**config.mk**
```make
export PLATFORM = sky130hd
export DESIGN_NAME = fifo_wr_arbiter
export DESIGN_NICKNAME = d
export VERILOG_FILES = /design/src/rtl/fifo_arb_pkg.sv /design/src/rtl/fifo_wr_arbiter_rr_picker.sv /design/src/rtl/fifo_wr_arbiter.sv
export SDC_FILE = /design/constraint.sdc
export NUM_CORES = 1
export LEC_CHECK = 0
export ABC_AREA = 0
export BUFFER_PORTS_ARGS = -buffer_cell sky130_fd_sc_hd__buf_2
export CAP_MARGIN = 5
export CORE_MARGIN = 3
export CORE_UTILIZATION = 44
export DETAILED_ROUTE_END_ITERATION = 8
export GPL_TIMING_DRIVEN = 0
export PLACE_DENSITY = 0.9
export SLEW_MARGIN = 25
export SYNTH_ARGS = -nofsm -noshare
export SYNTH_HDL_FRONTEND = slang
export SYNTH_SLANG_ARGS = --single-unit
```
**constraint.sdc**
```tcl
create_clock -name clk -period 6.25 [get_ports clk]
set_clock_uncertainty 0.05 [all_clocks]
set_input_delay 0 -clock clk [delete_from_list [all_inputs] [get_ports clk]]
set_output_delay 0 -clock clk [all_outputs]
set_load 0.01 [all_outputs]
```
**src/rtl/fifo_arb_pkg.sv**
```systemverilog
// Shared types and defaults for the FIFO write-port arbiter.
// Optional statistics are enabled with FIFO_ARB_STATS_EN.
package fifo_arb_pkg;

  typedef enum logic [1:0] {
    IDLE  = 2'd0,
    ISSUE = 2'd1,
    WAIT  = 2'd2
  } arb_state_e;

  localparam int ARB_NUM_REQ = 4;
  localparam int ARB_DATA_W  = 16;
  localparam int ARB_CNT_W   = 16;

  function automatic logic [ARB_CNT_W-1:0] sat_inc(input logic [ARB_CNT_W-1:0] v);
    return (&v) ? v : v + 1'b1;
  endfunction

endpackage

```
**src/rtl/fifo_wr_arbiter_rr_picker.sv**
```systemverilog
// Combinational round-robin picker: first set request at or after ptr, wrapping.
module rr_picker
  import fifo_arb_pkg::*;
#(
  parameter int N  = ARB_NUM_REQ,
  parameter int IW = $clog2(N)
) (
  input  logic [N-1:0]  req,
  input  logic [IW-1:0] ptr,
  output logic [N-1:0]  win_oh,
  output logic [IW-1:0] win_idx,
  output logic          valid
);

  int cand;

  always_comb begin
    win_oh  = '0;
    win_idx = '0;
    valid   = 1'b0;
    cand    = 0;
    for (int i = 0; i < N; i++) begin
      cand = int'(ptr) + i;
      if (cand >= N) cand = cand - N;
      if (!valid && req[IW'(cand)]) begin
        valid   = 1'b1;
        win_idx = IW'(cand);
      end
    end
    if (valid) win_oh[win_idx] = 1'b1;
  end

endmodule

```
**src/rtl/fifo_wr_arbiter.sv**
```systemverilog
// Round-robin arbiter sharing one FIFO write port; grants only after the FIFO's wr_ack.
// Define FIFO_ARB_STATS_EN to add per-producer grant counters and a retry counter.
module fifo_wr_arbiter
  import fifo_arb_pkg::*;
#(
  parameter int NUM_REQ    = ARB_NUM_REQ,
  parameter int FIFO_WIDTH = ARB_DATA_W,
  localparam int IW        = $clog2(NUM_REQ)
) (
  input  logic                          clk,
  input  logic                          rst,
  input  logic [NUM_REQ-1:0]            req,
  input  logic [NUM_REQ*FIFO_WIDTH-1:0] req_data,
  output logic [NUM_REQ-1:0]            gnt,
  output logic [IW-1:0]                 owner,
  output logic                          busy,
  output logic                          wr_en,
  output logic [FIFO_WIDTH-1:0]         data_in,
  input  logic                          full,
  input  logic                          wr_ack
`ifdef FIFO_ARB_STATS_EN
  ,
  output logic [NUM_REQ*ARB_CNT_W-1:0]  gnt_cnt,
  output logic [ARB_CNT_W-1:0]          retry_cnt
`endif
);

  arb_state_e            state_q, state_d;
  logic [IW-1:0]         owner_q, owner_d;
  logic [IW-1:0]         ptr_q, ptr_d;
  logic [FIFO_WIDTH-1:0] data_q, data_d;
  logic                  wr_en_q, wr_en_d;
  logic                  lock_q, lock_d;

  logic [NUM_REQ-1:0]    owner_oh, pick_req, pick_oh;
  logic [IW-1:0]         nxt_ptr, pick_ptr, pick_idx;
  logic                  pick_vld;

  always_comb begin
    owner_oh          = '0;
    owner_oh[owner_q] = 1'b1;
    nxt_ptr           = (owner_q == IW'(NUM_REQ - 1)) ? '0 : owner_q + 1'b1;
    // Back-to-back decision excludes the producer just granted; its req is stale.
    pick_req          = (state_q == WAIT) ? (req & ~owner_oh) : req;
    pick_ptr          = (state_q == WAIT) ? nxt_ptr : ptr_q;
  end

  rr_picker #(.N(NUM_REQ), .IW(IW)) u_picker (
    .req     (pick_req),
    .ptr     (pick_ptr),
    .win_oh  (pick_oh),
    .win_idx (pick_idx),
    .valid   (pick_vld)
  );

  always_comb begin
    state_d = state_q;
    owner_d = owner_q;
    ptr_d   = ptr_q;
    data_d  = data_q;
    lock_d  = lock_q;
    gnt     = '0;
    case (state_q)
      IDLE: begin
        if (!full) begin
          // A refused word owns the port until it is accepted.
          if (lock_q) begin
            state_d = ISSUE;
          end else if (pick_vld) begin
            state_d = ISSUE;
            owner_d = pick_idx;
            data_d  = req_data[pick_idx*FIFO_WIDTH +: FIFO_WIDTH];
          end
        end
      end
      ISSUE: state_d = WAIT;
      WAIT: begin
        if (wr_ack) begin
          gnt    = owner_oh;
          ptr_d  = nxt_ptr;
          lock_d = 1'b0;
          if (pick_vld && !full) begin
            state_d = ISSUE;
            owner_d = pick_idx;
            data_d  = req_data[pick_idx*FIFO_WIDTH +: FIFO_WIDTH];
          end else begin
            state_d = IDLE;
          end
        end else begin
          lock_d  = 1'b1;
          state_d = IDLE;
        end
      end
      default: state_d = IDLE;
    endcase
    wr_en_d = (state_d == ISSUE);
  end

  always_ff @(posedge clk or posedge rst) begin
    if (rst) begin
      state_q <= IDLE;
      owner_q <= '0;
      ptr_q   <= '0;
      data_q  <= '0;
      wr_en_q <= 1'b0;
      lock_q  <= 1'b0;
    end else begin
      state_q <= state_d;
      owner_q <= owner_d;
      ptr_q   <= ptr_d;
      data_q  <= data_d;
      wr_en_q <= wr_en_d;
      lock_q  <= lock_d;
    end
  end

  assign owner   = owner_q;
  assign busy    = (state_q != IDLE);
  assign wr_en   = wr_en_q;
  assign data_in = data_q;

`ifdef FIFO_ARB_STATS_EN
  logic [NUM_REQ*ARB_CNT_W-1:0] gnt_cnt_q, gnt_cnt_d;
  logic [ARB_CNT_W-1:0]         retry_cnt_q, retry_cnt_d;

  always_comb begin
    gnt_cnt_d   = gnt_cnt_q;
    retry_cnt_d = retry_cnt_q;
    for (int i = 0; i < NUM_REQ; i++) begin
      if (gnt[i]) gnt_cnt_d[i*ARB_CNT_W +: ARB_CNT_W] = sat_inc(gnt_cnt_q[i*ARB_CNT_W +: ARB_CNT_W]);
    end
    if (state_q == WAIT && !wr_ack) retry_cnt_d = sat_inc(retry_cnt_q);
  end

  always_ff @(posedge clk or posedge rst) begin
    if (rst) begin
      gnt_cnt_q   <= '0;
      retry_cnt_q <= '0;
    end else begin
      gnt_cnt_q   <= gnt_cnt_d;
      retry_cnt_q <= retry_cnt_d;
    end
  end

  assign gnt_cnt   = gnt_cnt_q;
  assign retry_cnt = retry_cnt_q;
`endif

endmodule

```
Yosys cells after proc, flatten, opt, wreduce, memory -nomap -nowiden --
Cells that the tools add are included.
Cells by class: add/subtract/negate cells 8, $mul 0, div/mod/pow operators 0, magnitude comparators 10, equality and inequality tests 9, shift operators 1, multiplexer cells 50, bitwise logic cells 2, reductions and logical operators 14
Operators with widths (count):
- 2-to-1 mux 16 bit | 5
- indexed part select 64 x 7 -> 16 bit | 1
- 2-to-1 mux 2 bit | 19
- one-hot mux 16 bit (2 select lines) | 1
- less-than comparator 2 x 4 -> 1 bit, second input constant | 4
- 2-to-1 mux 1 bit | 15
- 2-to-1 mux 4 bit | 3
- >= comparator 3 bit, second input constant | 3
- binary-select mux 1 bit (select 2 bit) | 4
- inequality test 2 bit, second input constant | 4
- subtractor 2 x 1 -> 2 bit, second input constant | 4
- adder 2 x 2 -> 3 bit, second input constant | 2
- one-hot mux 2 bit (3 select lines) | 1
- AND reduction 6 bit | 1
- logical AND 1 bit | 5
- AND 4 bit | 1
- equality test 2 x 1 -> 1 bit, second input constant | 2
- equality test 2 bit, second input constant | 2
- logical NOT 1 bit | 4
- inverter 4 bit | 1
- one-hot mux 2 bit (2 select lines) | 1
- nonzero test 2 bit | 2
- adder 2 x 1 -> 3 bit, second input constant | 1
- >= comparator 2 x 3 -> 1 bit, second input constant | 1
- other kinds (7) | 7
Storage, ports and cells: register bits 24, latch bits 0, RAM bits 0, ROM bits 0, bits of input ports 72, output and inout port bits 24, memories kept 0

Longest topological paths before layout --
word-level depth 25, depth in mapped cells 11, gate-level depth less buffers 8

Cells and area by module --
A second synthesis with hierarchy kept.
Unflattened totals: cell total of the unflattened synthesis 135, area total of the unflattened synthesis 1704.1 um^2
By module, submodules not included:
- fifo_wr_arbiter | times used 1, cells each 102, area an instance 1492.7 um^2, seq. area each 600.6 um^2
- rr_picker | times used 1, cells each 33, area an instance 211.5 um^2, seq. area each 0.0 um^2

Worst setup path after synthesis --
OpenSTA, ideal clock, no wires.
path kind register to register, start point reg owner_q[0], in the netlist owner[0], end point reg data_q[15], in the netlist data_in[15], data arrival time 2226 ps, slack 3842 ps, stages on the path, launching flop included 10, path buffers 1, cells stage by stage dfrtp_1 -> inv_1 -> ha_1 -> nand3b_1 -> o21a_1 -> mux2i_2 -> a221oi_4 -> buf_6 -> mux2i_1 -> o221ai_2
On the way: elaborated cells on any way between the ends 64, those cells by class 8 x add/sub; 6 x order compare; 3 x eq/ne; 1 x shift; 35 x mux; 2 x bitwise; 9 x reduce/logical
RTL lines:
- start, declared | RTL line fifo_wr_arbiter.sv:29 | logic [IW-1:0] owner_q, owner_d;
- start signal, assigned | RTL line fifo_wr_arbiter.sv:109 | owner_q <= owner_d;
- adder 2 x 1 -> 2 bit / equality test 2 bit (equally long branches) | RTL line fifo_wr_arbiter.sv:42 | nxt_ptr = (owner_q == IW'(NUM_REQ - 1)) ? '0 : owner_q + 1'b1;
- 2-to-1 mux 2 bit (*) | RTL line fifo_wr_arbiter.sv:42
- net nxt_ptr[1] | RTL line fifo_wr_arbiter.sv:36 | logic [IW-1:0] nxt_ptr, pick_ptr, pick_idx;
- 2-to-1 mux 2 bit (*) | RTL line fifo_wr_arbiter.sv:45 | pick_ptr = (state_q == WAIT) ? nxt_ptr : ptr_q;
- parallel branches: the longest is 20 deep, another holds adder 2 x 1 -> 3 bit
- end signal, assigned | RTL line fifo_wr_arbiter.sv:111 | data_q <= data_d;
- end, declared | RTL line fifo_wr_arbiter.sv:31 | logic [FIFO_WIDTH-1:0] data_q, data_d;
Mark *: on every way through the listed nets, which the timed path passes. The select of a mux whose other input is x is not followed. A chain may end at the register's enable or synchronous reset.

Final worst setup path --
start point reg owner_q[0], in the netlist owner[0], end point reg data_q[4], in the netlist data_in[4]
The elaborated chain is that of the path after synthesis.

==> results.yml <==
status:
  status: "complete, but fails checks"
  violations: "negative hold slack"
sta:
  fmax_mhz: 264
  hold-worst-slack_ps: -1.96
  finalSetupViolCount: 0
  final-max-slew-violation-count: 0
  tns_ps: 0
  timing.final.crit_share_pct: 60.6
  period_needed_ps: 3790
  finalHoldViolCount: 2
  rsz0062_at_grt: "no"
  slew_headroom_pct: 42.5
  tightest_slew_ps: 858
  fin_ws_ps: 2460
job:
  maxCapViolCount: 0
critical_path:
  cp.required_ps: 6350
  reg2regPathDepth: 11
  path_class: "flop to flop"
  cp.arrival_ps: 3890
  start_kind: "flop"
  worstReg2RegStart: "owner[0]"
  critPathCaptureType: "flop"
  reg2reg_slack_ps: 2460
  cp_max_fo: 10
  worstReg2RegEnd: "data_in[4]"
final_layout:
  area_growth_pct: 39.1
  drive_gt1_share_pct: 52.1
  n_fill_cell: 319
  insertedDiodeCount: 0
  final_nets: 338
  final_core_util_pct: 65.3
  final_area_um2: 2440
die:
  start_util_pct: 47.0
  fp.coreArea_um2: 3740
  die_w_um: 69.2
  die_area_um2: 4790
  fp-row-count: 22
  pin_count: 96
  die_y_um: 69.2
synthesis:
  synth_cells: 154
  synth_area_um2: 1760
  synth_ff_type: "dfrtp_1"
  synth_top_area_share_pct: 34.2
  ys_types: 36
  synth_edf_count: 0
  yosys-top-cells-area: "dfrtp_1 34%, mux2i_1 19%, o221ai_2 14%"
  synthTopCellsByCount: "34 x mux2i_1, 24 x dfrtp_1, 20 x nand2_1"
  synth_top_area_cell: "dfrtp_1"
  yosys_warnings: 0
  avgSynthCellArea_um2: 11.4
  async_flop_share_pct: 100
  synth_most_common_cell: "mux2i_1"
  ys_ff_latch: 24
  synth_nets: 230
  ys_seq_area_share_pct: 34.2
routing:
  drc: 0
  via_count: 1640
  first_iter_violations: 46
  via_per_inst: 5.31
  dr.pass1.iters: 4
  final_antenna_net_count: 0
  wirelength_um: 4750
  wl_per_cell_um: 15.4
power:
  vdd_drop_max_mv: 0.214
  p_leak_nw: 1.25
  power_density_nw_per_um2: 402
min_path:
  holdPathEnd: "data_in[13]"
  min_from: "req_data[13]"
  hp-class: "input pin to flop"
  min_path_cells: 3
clock_tree:
  clkSinkCount: 24
  cts_resized: 0
  cts_max_level: 1
  root_buffer: "clkbuf_8"
  clk_pin_slew_ps: 90
  cts_buffers: 3
  cts_tree: "yes"
  clockBufferDepth: 2
  insertion_delay_ps: 270
placed_design:
  port_buffers: 95
  place_area_um2: 2290
  gp_congestion: 0.797
  dp_hpwl_um: 3750
  place_ws_ps: 3480
global_routing:
  antenna_found_initial: 0
  overflow: 0
  grt_first_pass_wirelength_um: 7940
  grtUsageTotal_pct: 20.1
  grt_pass1_vias: 1777
  grt_max_degree: 25
## placed cells by master (no fill, tap or decap), types with 2 or more instances in the layout
cell,count
and3_1,4
o21a_1,2
inv_1,3
mux2i_1,34
dfrtp_1,24
dlygate4sd3_1,8
buf_4,2
clkbuf_8,3
nand2_1,20
a21oi_1,3
mux2_2,3
buf_2,96
o221ai_2,16
and2_1,3
nor2_1,3
nand3b_1,4
buf_6,7
ha_1,4
## power by group
group	leakage (nW)	switching, mW	internal [mW]
registers	0.298	0.0440	0.224
clock network	0.0357	0.0501	0.0857
logic	0.917	0.298	0.281
## timing repair
action | 4_1_cts | 5_1_grt
buffers inserted | 0 | 0
hold endpoints to repair | 29 | 1
hold buffers | 7 | 1
## metal layers
metal	routed length [um]	part of all wire [%]	global-route usage, %	vias to the layer above
li1	-	-	-	790
met1	1880	39	23.2	776
met2	2550	54	36.3	63
met3	235	4.9	4.35	11
met4	91	1.9	7.16	0
met5	0	0	0	-
## worst max path at each step
stage | start | endpoint | depth (start not counted)
floorplan | owner[0] | data_in[15] | 9
global placement | owner[0] | data_in[6] | 9
detailed placement | owner[0] | data_in[1] | 9
CTS | owner[0] | data_in[4] | 11
global route | owner[0] | data_in[4] | 11
finish | owner[0] | data_in[4] | 11
## through the flow
step | total power, mW | std cells
after floorplan | 0.678 | 154
after global placement | 0.821 | 297
after detailed placement | 0.844 | 297
after CTS | 0.991 | 308
after global routing | 1.05 | 309
final | 0.983 | 309
## registers in the layout, summed over array words and instances, names as in the netlist
name,count
data_in,16
lock_q,1
owner,2
ptr_q,2
state_q,2
wr_en,1
## cell type report
cell class	instances	area, um^2	share of cell area, %
buffer	11	103	4.20
timing repair buffer	103	556	22.7
tap	48	60.1	2.46
inverter	4	15.0	0.614
multi-input combinational	115	1040	42.5
clock inverter	1	30.0	1.23
clock buffer	3	41.3	1.69
sequential	24	601	24.6
## critical path, stage by stage, from the launching register on
cell	delay, ps
dfrtp_1	440
inv_1	90
ha_1	320
nand3b_1	130
o21a_1	250
mux2i_1	160
a221oi_4	530
buf_6	260
mux2i_1	200
dlygate4sd3_1	580
o221ai_2	100
dlygate4sd3_1	560
## logic make-up (layout without fill, tap and decap cells)
logic type | count (synthesis) | after routing | share of synthesized area, %
compound gates | 27 | 27 | 19.6
fa+ha+maj | 4 | 4 | 2.85
buf+inv | 15 | 122 | 6.69
flops | 24 | 24 | 34.2
mux | 39 | 39 | 22.9
simple gates | 45 | 45 | 13.8
(Power assumes the default switching activity.)
